==> src/rtl/therm2bin_encoder.sv <==
// rtl/therm2bin_encoder.sv - two-stage 256-bit thermometer to 8-bit binary encoder
module therm2bin_encoder #(
  parameter int ERR_CNT_W = 16
) (
  input  logic                 clk,
  input  logic                 resetn,
  input  logic [255:0]         din,
  input  logic                 in_valid,
  output logic                 in_ready,
  output logic [7:0]           dout,
  output logic                 err,
  output logic                 out_valid,
  input  logic                 out_ready,
  output logic [ERR_CNT_W-1:0] err_cnt,
  input  logic                 err_cnt_clr
);

  logic                 r_s1_valid;
  logic [4:0]           r_s1_pc [16];
  logic                 r_s1_legal;
  logic                 r_s2_valid;
  logic [7:0]           r_dout;
  logic                 r_err;
  logic [ERR_CNT_W-1:0] r_err_cnt;

  logic [4:0]           w_pc [16];
  logic                 w_legal;
  logic [8:0]           w_sum;
  logic                 w_s2_adv;
  logic                 w_s1_adv;
  logic                 w_out_xfer;

  // A stage moves when it is empty or its consumer takes its word this cycle
  assign w_s2_adv   = !r_s2_valid || out_ready;
  assign w_s1_adv   = !r_s1_valid || w_s2_adv;
  assign w_out_xfer = r_s2_valid && out_ready;

  assign in_ready  = w_s1_adv;
  assign out_valid = r_s2_valid;
  assign dout      = r_dout;
  assign err       = r_err;
  assign err_cnt   = r_err_cnt;

  // Sixteen 16-bit slices counted independently; a rising step (0 below a 1) anywhere is a bubble
  always_comb begin
    for (int g = 0; g < 16; g++) begin
      w_pc[g] = '0;
      for (int b = 0; b < 16; b++) begin
        w_pc[g] = w_pc[g] + {4'd0, din[g*16+b]};
      end
    end
    w_legal = din[0] && !(|(din[255:1] & ~din[254:0]));
  end

  // Full 9-bit popcount so that 256 ones stays distinguishable from zero ones
  always_comb begin
    w_sum = '0;
    for (int g = 0; g < 16; g++) begin
      w_sum = w_sum + {4'd0, r_s1_pc[g]};
    end
  end

  // Stage 1: partial popcounts and legality
  always_ff @(posedge clk or negedge resetn) begin
    if (!resetn) begin
      r_s1_valid <= 1'b0;
      r_s1_legal <= 1'b0;
      for (int g = 0; g < 16; g++) begin
        r_s1_pc[g] <= '0;
      end
    end else if (w_s1_adv) begin
      r_s1_valid <= in_valid;
      if (in_valid) begin
        r_s1_legal <= w_legal;
        for (int g = 0; g < 16; g++) begin
          r_s1_pc[g] <= w_pc[g];
        end
      end
    end
  end

  // Stage 2: popcount-1 (low 8 bits; an all-zero word reports 0) and the error flag
  always_ff @(posedge clk or negedge resetn) begin
    if (!resetn) begin
      r_s2_valid <= 1'b0;
      r_dout     <= '0;
      r_err      <= 1'b0;
    end else if (w_s2_adv) begin
      r_s2_valid <= r_s1_valid;
      if (r_s1_valid) begin
        r_dout <= (w_sum == 9'd0) ? 8'd0 : (w_sum[7:0] - 8'd1);
        r_err  <= !r_s1_legal;
      end
    end
  end

  // Saturating count of delivered illegal words; clear has priority
  always_ff @(posedge clk or negedge resetn) begin
    if (!resetn) begin
      r_err_cnt <= '0;
    end else if (err_cnt_clr) begin
      r_err_cnt <= '0;
    end else if (w_out_xfer && r_err && !(&r_err_cnt)) begin
      r_err_cnt <= r_err_cnt + 1'b1;
    end
  end

endmodule

==> config.mk <==
export PLATFORM = sky130hd
export DESIGN_NAME = therm2bin_encoder
export DESIGN_NICKNAME = d
export VERILOG_FILES = /design/src/rtl/therm2bin_encoder.sv
export SDC_FILE = /design/constraint.sdc
export NUM_CORES = 1
export LEC_CHECK = 0
export CAP_MARGIN = 20
export CORE_ASPECT_RATIO = 1.75
export CORE_MARGIN = 5
export CORE_UTILIZATION = 40
export CTS_CLUSTER_SIZE = 30
export DETAILED_ROUTE_END_ITERATION = 8
export GPL_ROUTABILITY_DRIVEN = 0
export PLACE_DENSITY = 0.68
export REMOVE_ABC_BUFFERS = 1
export SYNTH_ARGS = -nofsm -noshare
export SYNTH_HDL_FRONTEND = slang
export SYNTH_SLANG_ARGS = --single-unit
==> constraint.sdc <==
create_clock -name clk -period 6.4 [get_ports clk]
set_clock_uncertainty 0.15 [all_clocks]
set_input_delay 0.96 -clock clk [delete_from_list [all_inputs] [get_ports clk]]
set_output_delay 0.96 -clock clk [all_outputs]
set_load 0.005 [all_outputs]
==> results.tsv <==
metric	value	unit
yosysWarnings	0	
synth.avg_cell_area	9.27	sq um
grt_pass1_wl	74700	microns
final_nets	2340	
critical_path.max_fanout	6	
synthArstFlopShare	100	%
cts_tree	built	
max_freq	168	MHz
relSlewSlack	32.6	%
finalMaxSlewViolations	0	
drt_wl_total	50400	microns
start_util	40.5	%
ys.flop_type	dfrtp_1	
numCtsBuffers	9	
grt_max_degree	78	
setup_viol	0	
port_buffers	287	
final_common_cell	inv_1	
post_cts_buffers	0	
worst_pin_slew	1000	ps
cp.arrival	6110	ps
drive_gt1_share	2.28	%
criticalPathCategory	flop to flop	
status	finished, final reports clean	
track_usage	26.7	%
cts-resized-gates	0	
yosysUniqueCellTypes	48	
clock_latency	380	ps
hold_buffers	0	
whs	340	ps
max_cap_viol_count	0	
syn_inst	1476	
antenna_found_initial	1	
grt_pass1_vias	12800	
core	33700	sq um
setup_tns	0	ps
met2_usage	45.6	%
use_met1	27.7	%
grt_util_met3	5.21	%
cp-start-kind	flop	
clockRootBuffer	clkbuf_16	
syn2layout_area_growth	27.0	%
post-route-period-util	92.9	%
rsz0062_at_grt	false	
end_kind	flop	
hold_viol	0	
clk_pin_slew_worst_paths	90	ps
overflow	0	
drtAntennaViolNets	0	
place_hpwl	45400	microns
synth_seq_cells	108	
final_cell_mix	407 x inv_1, 286 x clkdlybuf4s50_1, 226 x fa_1	
final_core_util	51.5	%
crit_required	6560	ps
stdcell_count	2213	
hold_class	flop to flop	
die_h	255	microns
drt_first_pass_iters	5	
dieWidth	150	microns
synth_edf_count	0	
min_period	5940	ps
clock_path_buffers	2	
vias	11600	
vias_per_cell	5.22	
htreeDepth	3	
avgRoutedWirePerCell	22.8	microns
drc_errors	0	
boundaryPins	288	
num_antenna_cells	0	
drtIter0Drc	790	
ys_seq_area_share	19.8	%
dp_cells	2197	
placementRows	89	
final.fill_count	3123	
busiest_layer	met2	
clock_sinks	108	
die_area	38100	sq um
netlist_area	13700	sq um
Yosys cell counts (all sizes together), types with 12 or more instances:
library cell,count,area [sq um]
o22ai,24,150
a21oi,86,430
nor2,84,315
xor2,49,429
nand2b,21,131
mux2,16,180
nand3,13,70.1
inv,407,1530
nor2b,28,175
nand2,78,293
clkbuf,18,67.6
a21o,17,128
nor4,24,150
fa,226,4520
dfrtp,108,2700
ha,100,1250
nand4,12,90.1
o21ai,87,435
critical path, stage by stage (launching register included):
cell and delay [ps]:
dfrtp_1 420, fa_1 540, inv_1 60, fa_1 480, inv_1 50, fa_1 510, fa_1 530, fa_1 540
inv_1 60, fa_1 530, inv_1 40, ha_1 370, nand2_1 100, o21a_1 200, o311ai_0 550, a211oi_1 140
a21oi_1 410, a22o_1 190
kinds of logic after synthesis:
| kind of cell | Yosys count | share of synthesized area (%) |
|---|---|---|
| flip-flops | 108 | 19.8 |
| multiplexers | 16 | 1.32 |
| AND/OR/NAND/NOR | 279 | 9.91 |
| XOR/XNOR | 54 | 3.46 |
| buffers and inverters | 430 | 11.9 |
| AO/OA/AOI/OAI | 263 | 11.5 |
| adder cells (fa/ha/maj) | 326 | 42.2 |
sequential cells by signal, indices dropped and copies added (netlist names):
register    count
dout            8
err             1
r_s1_valid      1
out_valid       1
err_cnt        16
r_s1_pc        80
r_s1_legal      1
per-layer routing:
metal	routed length, microns	vias to the layer above
met1	16400	5611
met3	3720	199
met4	5420	2
met2	24800	577
li1	-	5172
met5	9	-
final cells by class:
| type | instances | area [sq um] | share of cell area, % |
|---|---|---|---|
| Sequential cell | 108 | 2700 | 15.6 |
| Clock buffer | 9 | 225 | 1.30 |
| Inverter | 407 | 1530 | 8.80 |
| Multi-Input combinational cell | 938 | 9360 | 53.9 |
| Timing Repair Buffer | 289 | 2900 | 16.7 |
| Clock inverter | 7 | 86.3 | 0.497 |
| Tap cell | 455 | 569 | 3.28 |
stage by stage:
step | instance area, sq um | worst slack (ps)
2_1_floorplan | 13600 | 833
3_5_place_dp | 17100 | 506
4_1_cts | 17400 | 465
6_report | 17400 | 456
5_1_grt | 17400 | 152
3_3_place_gp | 17100 | 646
path summary, 6_finish.rpt:
kind	startpoint	to	slack [ps]	cells after the start
max in group asynchronous	resetn	r_s1_pc[45]$_DFFE_PN0P_	4350	2
worst min register to register	r_s1_pc[21]$_DFFE_PN0P_	r_s1_pc[21]$_DFFE_PN0P_	340	2
worst max-delay path	r_s1_pc[19]$_DFFE_PN0P_	dout[3]$_DFFE_PN0P_	460	17
worst min-delay path	r_s1_pc[21]$_DFFE_PN0P_	r_s1_pc[21]$_DFFE_PN0P_	340	2
worst max register to register	r_s1_pc[19]$_DFFE_PN0P_	dout[3]$_DFFE_PN0P_	460	17
min in group asynchronous	resetn	r_s1_pc[28]$_DFFE_PN0P_	480	1
Power is left out: the tool's default activity adds up to more than one toggle a clock period on the data nets, which glitch-free logic cannot reach.
